<file path="src/rtl/uart_pkg.sv">
`default_nettype none
// +------------------------------------------------------------------+
// | uart_pkg : shared state encodings, width helpers and tag builder |
// | Revision : 1.0                                                   |
// +------------------------------------------------------------------+
package uart_pkg;

   localparam logic [1:0] S_IDLE  = 2'd0;
   localparam logic [1:0] S_START = 2'd1;
   localparam logic [1:0] S_WAIT  = 2'd2;

   // Index width that stays legal for a single-entry range.
   function automatic int idx_width(input int n);
      return (n > 1) ? $clog2(n) : 1;
   endfunction

   // Width of a counter that must hold values 0..max_count inclusive.
   function automatic int count_width(input int max_count);
      return (max_count > 0) ? $clog2(max_count + 1) : 1;
   endfunction

   // Tag word is the requester index zero-extended; callers truncate to WORD_LEN.
   function automatic logic [63:0] tag_word(input int unsigned idx);
      return 64'(idx);
   endfunction

endpackage
`default_nettype wire

</file>
<file path="src/rtl/uart_rr_pick.sv">
`default_nettype none
// +------------------------------------------------------------------+
// | uart_rr_pick : rotate-priority picker, search starts at last+1   |
// | Revision     : 1.0                                               |
// +------------------------------------------------------------------+
module uart_rr_pick
   import uart_pkg::*;
#(
   parameter int N_REQ = 4,
   parameter int IDX_W = idx_width(N_REQ)
) (
   input  logic [N_REQ-1:0] valid_i,
   input  logic [IDX_W-1:0] last_i,
   output logic             found_o,
   output logic [IDX_W-1:0] winner_o
);

   localparam logic [IDX_W:0] c_N = (IDX_W + 1)'(N_REQ);

   logic [IDX_W:0] w_sum;

   // Walk offsets from farthest to nearest so the nearest valid entry is written last.
   always_comb begin
      found_o  = 1'b0;
      winner_o = '0;
      w_sum    = '0;
      for (int off = N_REQ; off >= 1; off--) begin
         w_sum = {1'b0, last_i} + (IDX_W + 1)'(off);
         if (w_sum >= c_N) begin
            w_sum = w_sum - c_N;
         end
         if (valid_i[w_sum[IDX_W-1:0]]) begin
            found_o  = 1'b1;
            winner_o = w_sum[IDX_W-1:0];
         end
      end
   end

endmodule
`default_nettype wire

</file>
<file path="src/rtl/uart_tx_arbiter.sv">
`default_nettype none
// +------------------------------------------------------------------+
// | uart_tx_arbiter : round-robin sharing of one multi-word UART TX  |
// |                   with requester tagging and a frame watchdog    |
// | Revision        : 1.0                                            |
// +------------------------------------------------------------------+
module uart_tx_arbiter
   import uart_pkg::*;
#(
   parameter int N_REQ         = 4,
   parameter int WORD_LEN      = 8,
   parameter int PAYLOAD_WORDS = 3,
   parameter int TIMEOUT       = 65535
) (
   input  logic                                    clk_i,
   input  logic                                    rst_ni,
   input  logic [N_REQ-1:0]                        req_valid_i,
   input  logic [N_REQ*PAYLOAD_WORDS*WORD_LEN-1:0] req_data_i,
   output logic [N_REQ-1:0]                        req_ready_o,
   output logic                                    uart_start_o,
   output logic [(PAYLOAD_WORDS+1)*WORD_LEN-1:0]   uart_data_o,
   input  logic                                    uart_done_i,
   input  logic                                    uart_busy_i,
   output logic [$clog2(N_REQ)-1:0]                grant_o,
   output logic                                    busy_o,
   output logic                                    timeout_o
);

   localparam int c_FRAME_WORDS = PAYLOAD_WORDS + 1;
   localparam int c_PAY_W       = PAYLOAD_WORDS * WORD_LEN;
   localparam int c_FRAME_W     = c_FRAME_WORDS * WORD_LEN;
   localparam int c_IDX_W       = $clog2(N_REQ);
   localparam int c_CNT_W       = count_width(c_FRAME_WORDS);
   localparam int c_WD_W        = count_width(TIMEOUT);

   localparam logic [c_CNT_W-1:0] c_FRAME_CNT = c_CNT_W'(c_FRAME_WORDS);
   localparam logic [c_WD_W-1:0]  c_WD_LAST   = c_WD_W'(TIMEOUT - 1);
   localparam logic [c_IDX_W-1:0] c_LAST_RST  = c_IDX_W'(N_REQ - 1);

   logic [1:0]           r_state;
   logic [c_IDX_W-1:0]   r_last;
   logic [c_IDX_W-1:0]   r_grant;
   logic [c_FRAME_W-1:0] r_data;
   logic                 r_busy;
   logic                 r_timeout;
   logic                 r_done_q;
   logic [c_CNT_W-1:0]   r_word_cnt;
   logic [c_WD_W-1:0]    r_wdog;

   logic                 w_found;
   logic [c_IDX_W-1:0]   w_winner;
   logic [WORD_LEN-1:0]  w_tag;
   logic                 w_done_rise;
   logic                 w_frame_done;
   logic                 w_unused_busy;
   logic [c_PAY_W-1:0]   w_payload [N_REQ];

   for (genvar k = 0; k < N_REQ; k++) begin : g_slice
      assign w_payload[k] = req_data_i[k*c_PAY_W +: c_PAY_W];
   end

   uart_rr_pick #(
      .N_REQ (N_REQ),
      .IDX_W (c_IDX_W)
   ) u_pick (
      .valid_i  (req_valid_i),
      .last_i   (r_last),
      .found_o  (w_found),
      .winner_o (w_winner)
   );

   assign w_tag        = WORD_LEN'(tag_word(32'(w_winner)));
   assign w_done_rise  = uart_done_i & ~r_done_q;
   assign w_frame_done = (r_word_cnt == c_FRAME_CNT) && !uart_done_i;

   // Completion is tracked from done edges alone; the transmitter busy level is not needed.
   assign w_unused_busy = uart_busy_i;

   always_ff @(posedge clk_i) begin
      if (!rst_ni) begin
         r_state    <= S_IDLE;
         r_last     <= c_LAST_RST;
         r_grant    <= '0;
         r_data     <= '0;
         r_busy     <= 1'b0;
         r_timeout  <= 1'b0;
         r_done_q   <= 1'b0;
         r_word_cnt <= '0;
         r_wdog     <= '0;
      end else begin
         r_done_q <= uart_done_i;
         case (r_state)
            S_IDLE: begin
               if (w_found) begin
                  r_data  <= {w_tag, w_payload[w_winner]};
                  r_grant <= w_winner;
                  r_last  <= w_winner;
                  r_busy  <= 1'b1;
                  r_state <= S_START;
               end
            end
            S_START: begin
               r_word_cnt <= '0;
               r_wdog     <= '0;
               r_state    <= S_WAIT;
            end
            S_WAIT: begin
               // A frame that completes on the watchdog's last cycle is not an abort.
               if (w_frame_done) begin
                  r_busy  <= 1'b0;
                  r_state <= S_IDLE;
               end else if (r_wdog == c_WD_LAST) begin
                  r_timeout <= 1'b1;
                  r_busy    <= 1'b0;
                  r_state   <= S_IDLE;
               end else begin
                  r_wdog <= r_wdog + 1'b1;
                  if (w_done_rise && (r_word_cnt != c_FRAME_CNT)) begin
                     r_word_cnt <= r_word_cnt + 1'b1;
                  end
               end
            end
            default: r_state <= S_IDLE;
         endcase
      end
   end

   assign req_ready_o  = (r_state == S_IDLE && w_found) ? (N_REQ'(1) << w_winner) : '0;
   assign uart_start_o = (r_state == S_START);
   assign uart_data_o  = r_data;
   assign grant_o      = r_grant;
   assign busy_o       = r_busy;
   assign timeout_o    = r_timeout;

endmodule
`default_nettype wire

</file>
<file path="config.mk">
export PLATFORM = sky130hd
export DESIGN_NAME = uart_tx_arbiter
export DESIGN_NICKNAME = d
export VERILOG_FILES = /design/src/rtl/uart_pkg.sv /design/src/rtl/uart_rr_pick.sv /design/src/rtl/uart_tx_arbiter.sv
export SDC_FILE = /design/constraint.sdc
export NUM_CORES = 1
export LEC_CHECK = 0
export ABC_AREA = 1
export BUFFER_PORTS_ARGS = -buffer_cell sky130_fd_sc_hd__buf_2
export CORE_AREA = 10 10 93 95
export CTS_BUF_LIST = sky130_fd_sc_hd__clkbuf_2 sky130_fd_sc_hd__clkbuf_4 sky130_fd_sc_hd__clkbuf_8
export DETAILED_ROUTE_END_ITERATION = 16
export DIE_AREA = 0 0 103 105
export GPL_ROUTABILITY_DRIVEN = 0
export GPL_TIMING_DRIVEN = 0
export PLACE_DENSITY = 0.88
export SLEW_MARGIN = 20
export SYNTH_ARGS = -nofsm -noshare
export SYNTH_HDL_FRONTEND = slang
export SYNTH_SLANG_ARGS = --single-unit
</file>
<file path="constraint.sdc">
create_clock -name clk_i -period 4.8 [get_ports clk_i]
set_clock_uncertainty 0.05 [all_clocks]
set_input_delay 0.24 -clock clk_i [delete_from_list [all_inputs] [get_ports clk_i]]
set_output_delay 0.24 -clock clk_i [all_outputs]
set_load 0.1 [all_outputs]
</file>
**After elaboration in Yosys (flattened, before gate mapping)**

Cells that the tools add are included.

- Bits in latches: 0
- Bits in writable memories: 0
- Word-level logic and storage cells: 95
- Bits in read-only memories: 0
- Flip-flop bits (word level): 54
- Output and inout port bits: 41
- Bits of input ports: 104
- Memories kept: 0

- Shift-type cells: 1
- Div/mod/pow operators: 0
- Bitwise operators: 4
- $add $sub $neg: 10
- Reductions and logical operators: 13
- $mul: 0
- Equal/unequal tests: 10
- Muxes and demuxes: 39
- $lt $le $gt $ge: 9

Operators with widths:

| cell | count |
|---|---|
| 24-bit binary-select mux with 2-bit select | 1 |
| 24-bit 2-to-1 mux | 2 |
| 16-bit 2-to-1 mux | 2 |
| 16-bit one-hot mux with 2 select lines | 1 |
| 2-bit 2-to-1 mux | 11 |
| 16-bit by 1-bit adder with 16-bit output (second input constant) | 1 |
| 16-bit equality test (second input constant) | 1 |
| 3-bit greater-or-equal comparator (second input constant) | 5 |
| 2-bit by 3-bit less-than comparator with 1-bit output (second input constant) | 4 |
| 1-bit 2-to-1 mux | 11 |
| 3-bit 2-to-1 mux | 3 |
| 3-bit AND reduction | 3 |
| 1-bit binary-select mux with 2-bit select | 4 |
| 2-bit != test (second input constant) | 4 |
| 2-bit by 1-bit subtractor with 2-bit output (second input constant) | 4 |
| 2-bit by 2-bit adder with 3-bit output (second input constant) | 2 |
| 3-bit != test (second input constant) | 2 |
| 2-bit one-hot mux with 3 select lines | 1 |
| 3-bit one-hot mux with 2 select lines | 1 |
| 4-bit 2-to-1 mux | 1 |
| 2-bit AND reduction | 2 |
| 4-bit AND reduction | 1 |
| 2-bit nonzero test | 2 |
| 1-bit by 2-bit << shifter with 4-bit output (first input constant) | 1 |
| other kinds (13) | 16 |

**Logic depth before layout (Yosys ltp)**

- Word-level depth: 13
- Mapped depth: 15
- Gate-level depth less buffers: 13

**By module**

From an unflattened synthesis, not the netlist that was laid out.

- Cell total of the unflattened synthesis: 622
- Area, all modules: 3722.3 um2

Modules (own cells, without submodules):

| module | sequential area each (um2) | area an instance (um2) | cells an instance | instances |
|---|---|---|---|---|
| uart_tx_arbiter | 1041.0 | 3475.8 | 571 | 1 |
| uart_rr_pick | 0.0 | 246.5 | 51 | 1 |

**Worst setup path before layout**

OpenSTA, ideal clock, no wires.

- Path type: register to output
- Start: reg r_last[0]
- End: out req_ready_o[0]
- Arrival time: 2.639 ns
- Data required time: 4.510 ns
- Buffers on the path: 2
- Path slack: 1.871 ns
- Cell stages (with the launch flop): 16
- Cells stage by stage: dfxtp_1 -> buf_6 -> inv_4 -> nand2_2 -> nand2_2 -> nand2_1 -> nand2_2 -> nand2_4 -> nand2_4 -> nand2_4 -> nand2_4 -> buf_4 -> inv_1 -> nor2_1 -> inv_1 -> nor2_1

- Word-level cells in the longest chain between the ends: 11
- Elaborated cells between the ends (all ways): 35
- Classes of those cells: add/sub: 8; order compare: 4; shift: 1; mux: 21; reduce/logical: 1

Ends and longest elaborated chain:

| item | line | text |
|---|---|---|
| from (decl) | uart_tx_arbiter.sv:41 | `logic [c_IDX_W-1:0] r_last;` |
| from (signal assigned) | uart_tx_arbiter.sv:82 | `r_last <= c_LAST_RST;` |
| from (signal assigned) | uart_tx_arbiter.sv:97 | `r_last <= w_winner;` |
| 2-bit by 3-bit adder with 3-bit output | uart_rr_pick.sv:28 | `w_sum = {1'b0, last_i} + (IDX_W + 1)'(off);` |
| 3-bit greater-or-equal comparator or 2-bit by 1-bit subtractor with 2-bit output (tied branches) | uart_rr_pick.sv:29, uart_rr_pick.sv:30 |  |
| 2-bit 2-to-1 mux | uart_rr_pick.sv:29 | `if (w_sum >= c_N) begin` |
| 1-bit binary-select mux with 2-bit select | uart_rr_pick.sv:32 | `if (valid_i[w_sum[IDX_W-1:0]]) begin` |
| 1-bit 2-to-1 mux (not written as such) | uart_rr_pick.sv:32 |  |
| 2-bit 2-to-1 mux or 1-bit 2-to-1 mux (tied branches) (4 in a row) | uart_rr_pick.sv:32 |  |
| 1-bit by 2-bit << shifter with 4-bit output or 1-bit logical AND (tied branches) | uart_tx_arbiter.sv:128 | `assign req_ready_o = (r_state == S_IDLE && w_found) ? (N_REQ'(1) << w_winner) : '0;` |
| 4-bit 2-to-1 mux (*) | uart_tx_arbiter.sv:128 |  |
| to (decl) | uart_tx_arbiter.sv:19 | `output logic [N_REQ-1:0] req_ready_o,` |

Mark *: on every way between the ends. The rest lies on a longest branch, timed or not. The select of a mux whose other input is x is not followed.

**Worst setup path in the final report**

Same ends and word-level chain as after synthesis.

==> out/results.txt <==
The run finished with clean final reports. The wire length per cell is 16.66 um, and the average cell area after synthesis is 6.718 um2. The share of the synthesized area in the top cell type was 28.33%. The static leakage is 2.257 nW, and the placement-stage worst setup slack is 2.431 ns.

The effective utilization at floorplan is 54.39%. For this design the ratio of total power to cell area is 894.4 nW/um2. The fraction of final layout cells sized beyond drive strength 1 was 33.00%. Clock latency on the worst-skew pair, taken at its later pin, is 0.31 ns. Buffers placed on the I/O ports in this run total 137. The critical path is of the register to output port type. The number of storage elements in the synthesis netlist works out to 52. Netlist area before placement: 3675 um2. Fraction of power spent switching nets: 63.26%. Yosys attributes the largest share of cell area to sky130_fd_sc_hd__dfxtp_1 28%, sky130_fd_sc_hd__nand3_1 16%, sky130_fd_sc_hd__nand2_1 12%.

The share of total power dissipated in sequential elements is 15.1%. The share of flip-flops with an asynchronous set or reset after synthesis works out to 0%. Pin placement for this block handled 145 I/O pins. The average vias per placed instance is 5.644, and the slack of the critical path is 2.031 ns. The total placed cells including tap cells came out at 769. The final layout contains routed wiring with a total length of 12.94 mm. The tools report the total inserted antenna cells as 0. The worst register-to-register path begins at r_state[0].

The worst hold path startpoint is uart_done_i. Startpoint class of the critical path: a register. The die covers 10820 um2. For this run, the leading register cell type out of synthesis is sky130_fd_sc_hd__dfxtp_1. Of the total power, the clock network draws 6.7%. In the synthesized netlist, the number of instances is 547. The tools report the category of the worst setup path capture point as an output port. The fill cell total of the finished layout is 602. The core region is 6756 um2. The origin of the worst setup path was r_last[0]. The completed layout was analyzed and its total power is 4.093 mW. Number of global-route vias before repair: 4468. In this run, post-CTS repair resized a total of 0 instances. The relative slew slack came out at 65.52%.

The die is 103 um wide. The run gives 221 as the violation count after the first detailed-routing iteration. The synthesized netlist contains 36 unique library cells. The total overflow reported by the global router came out at 0.

In the final timing run, aggregate negative setup slack is 0 ns. During synthesis, Yosys emitted a total of 0 warnings. The tools report the maximum buffer depth of the clock tree as 2.

Counting the buffers created by CTS gives 5. Entering global routing, the biggest net connects 16 pins. The tools report the global router's overall resource usage as 23.74%. The number of flops mapped to enable cells by yosys was 0.

For this run, the register share of the synthesized area comes to 28.33%. The count of placed standard cells in the final layout, fillers left out was 777. Along the worst path, the maximum fanout reaches 10.

The clock sink total is 52. Summing over every cut layer, the via total after detailed routing is 4385. The most area-hungry cell type in the Yosys netlist was sky130_fd_sc_hd__dfxtp_1. The number of hold buffers added after cts is 0, and the max-cap check violation count is 0. For the count of endpoints failing hold in the final timing report, the log shows 0.

For this run, the detailed router's first-pass iteration total came to 5. At the end of the flow, the number of nets in the layout was 808. Setup violations remaining at the end of the flow were counted as 0. TritonCTS built the clock tree. Setup repair after global routing left no endpoint under its margin. Internal power comes to 1.504 mW. The number of rows in the core area came out at 30. The top achievable clock speed was 361.2 MHz. The first global-routing pass estimated 21.29 mm of wire.

The number of max-slew violations in the final report is 0, and the detailed-placement wirelength estimate is 10.51 mm. At the pin with the least slew margin, the transition time is 0.5173 ns. H-tree depth reported by CTS: 2.

The min-delay analysis places its worst path in the category primary input to register. STA puts the critical path data arrival time at 2.48 ns. The maximum vdd ir drop is 0.0006798 V. Buffers added to address setup during post-CTS repair amount to 0. The vertical extent of the die is 105 um.

In this run the power spent charging and discharging nets is 2.590 mW. The required time at the worst-slack endpoint is 4.51 ns, and the layout overhead on the synthesized area is 24.55%. The tools report the DRC violation count after routing as 0.

The number of antenna-violating nets in the routed design was 0; the clock transition at the registers of the reported paths was 0.09 ns. In this run the clock root is driven by a sky130_fd_sc_hd__clkbuf_8. The minimum clock period after layout came out at 2.769 ns.

The number of antenna violations at the first check in global routing is 1, and the fraction of the cycle the final worst path needs is 57.68%. The worst hold slack came out at 0.08601 ns. In this run, the combinational gates consume 78.3% of the power.
==> power by group through the flow <==
stage	sequential [mW]	combinational [mW]	clock, mW
2_1_floorplan	1.25	1.90	0
3_3_place_gp	0.617	3.10	0
3_5_place_dp	0.620	3.16	0
4_1_cts	0.612	3.17	0.273
5_1_grt	0.626	3.44	0.289
6_report	0.617	3.20	0.273
==> layer usage <==
metal	vias up	global-route usage [%]	share of wire, %
li1	2127	-	-
met1	1985	25.50	37
met2	254	41.84	49
met3	19	8.762	11
met4	0	6.759	1.9
met5	-	0	0
==> stage by stage <==
step	area (um2)	util, %
floorplan	3694	-
global placement	4479	66.30
detailed placement	4479	66.30
CTS	4577	67.74
global route	4577	67.74
finish	4577	67.74
==> logic make-up (layout without fill, tap and decap cells) <==
group                    Yosys count  count (layout)  synth area share, %
flip-flops                        52              52                28.33
other                              1               6               0.1020
adder cells (fa/ha/maj)            8               8                2.724
XOR/XNOR                           6               6                1.430
AND/OR/NAND/NOR                  324             324                43.79
AO/OA/AOI/OAI                     81              81                11.95
buffers and inverters             75             220                11.68
==> path summary, 6_finish.rpt <==
| check | endpoint | slack (ns) | cells after the start |
|---|---|---|---|
| setup / recovery | req_ready_o[0] | 2.03 | 16 |
| hold / removal | r_done_q | 0.09 | 3 |
| setup reg to reg | r_wdog[2] | 2.69 | 7 |
| hold reg to reg | busy_o | 0.41 | 2 |
==> Yosys cell counts, types with 6 or more instances <==
library cell               instances
sky130_fd_sc_hd__nand2_1         117
sky130_fd_sc_hd__nand4_1          12
sky130_fd_sc_hd__clkbuf_1          6
sky130_fd_sc_hd__nand3_2          20
sky130_fd_sc_hd__o21ai_0          26
sky130_fd_sc_hd__ha_1              8
sky130_fd_sc_hd__buf_4            11
sky130_fd_sc_hd__nand2_2          11
sky130_fd_sc_hd__a21oi_1          40
sky130_fd_sc_hd__inv_1            25
sky130_fd_sc_hd__nor2_1           34
sky130_fd_sc_hd__buf_2            18
sky130_fd_sc_hd__nand3_1         115
sky130_fd_sc_hd__nor3_1            6
sky130_fd_sc_hd__dfxtp_1          52
==> cell type report <==
type | count | area, um2 | share of cell area (%)
multi-input combinational | 425 | 2223 | 48.58
sequential | 52 | 1041 | 22.74
timing repair buffer | 137 | 685.7 | 14.98
buffer | 42 | 300.3 | 6.561
inverter | 33 | 128.9 | 2.816
tap | 80 | 100.1 | 2.187
clock buffer | 7 | 90.09 | 1.968
clock inverter | 1 | 7.507 | 0.1640
==> registers in the layout, indices dropped and copies added (netlist names) <==
| register | count |
|---|---|
| uart_data_o | 24 |
| r_wdog | 16 |
| r_word_cnt | 3 |
| grant_o | 2 |
| r_last | 2 |
| r_state | 2 |
| busy_o | 1 |
| r_done_q | 1 |
| timeout_o | 1 |
==> worst max-delay path, stage by stage (launching register included) <==
cell	delay, ns
sky130_fd_sc_hd__dfxtp_1	0.32
sky130_fd_sc_hd__buf_6	0.14
sky130_fd_sc_hd__inv_4	0.10
sky130_fd_sc_hd__nand2_1	0.09
sky130_fd_sc_hd__nand3_1	0.13
sky130_fd_sc_hd__nand2_1	0.08
sky130_fd_sc_hd__inv_2	0.07
sky130_fd_sc_hd__nand2_4	0.06
sky130_fd_sc_hd__nand2_4	0.07
sky130_fd_sc_hd__nand2_4	0.07
sky130_fd_sc_hd__nand2_4	0.11
sky130_fd_sc_hd__buf_4	0.20
sky130_fd_sc_hd__inv_1	0.07
sky130_fd_sc_hd__nor2_1	0.09
sky130_fd_sc_hd__inv_1	0.06
sky130_fd_sc_hd__nor2_1	0.08
sky130_fd_sc_hd__buf_2	0.43
==> layout by cell type, fill, tap and decap left out, drive strengths merged, types with 2 or more instances in the layout <==
cell type  synthesis  routed
clkbuf             6      13
buf               36     173
inv               32      32
nor2              34      34
conb               1       6
nand4             12      12
nand3            136     136
nor3               6       6
xnor2              5       5
ha                 8       8
o21ai             30      30
nand2            133     133
a31oi              2       2
o211ai             2       2
a21oi             43      43
and3               2       2
dfxtp             52      52
No activity file was read; power rests on OpenSTA's default activity.
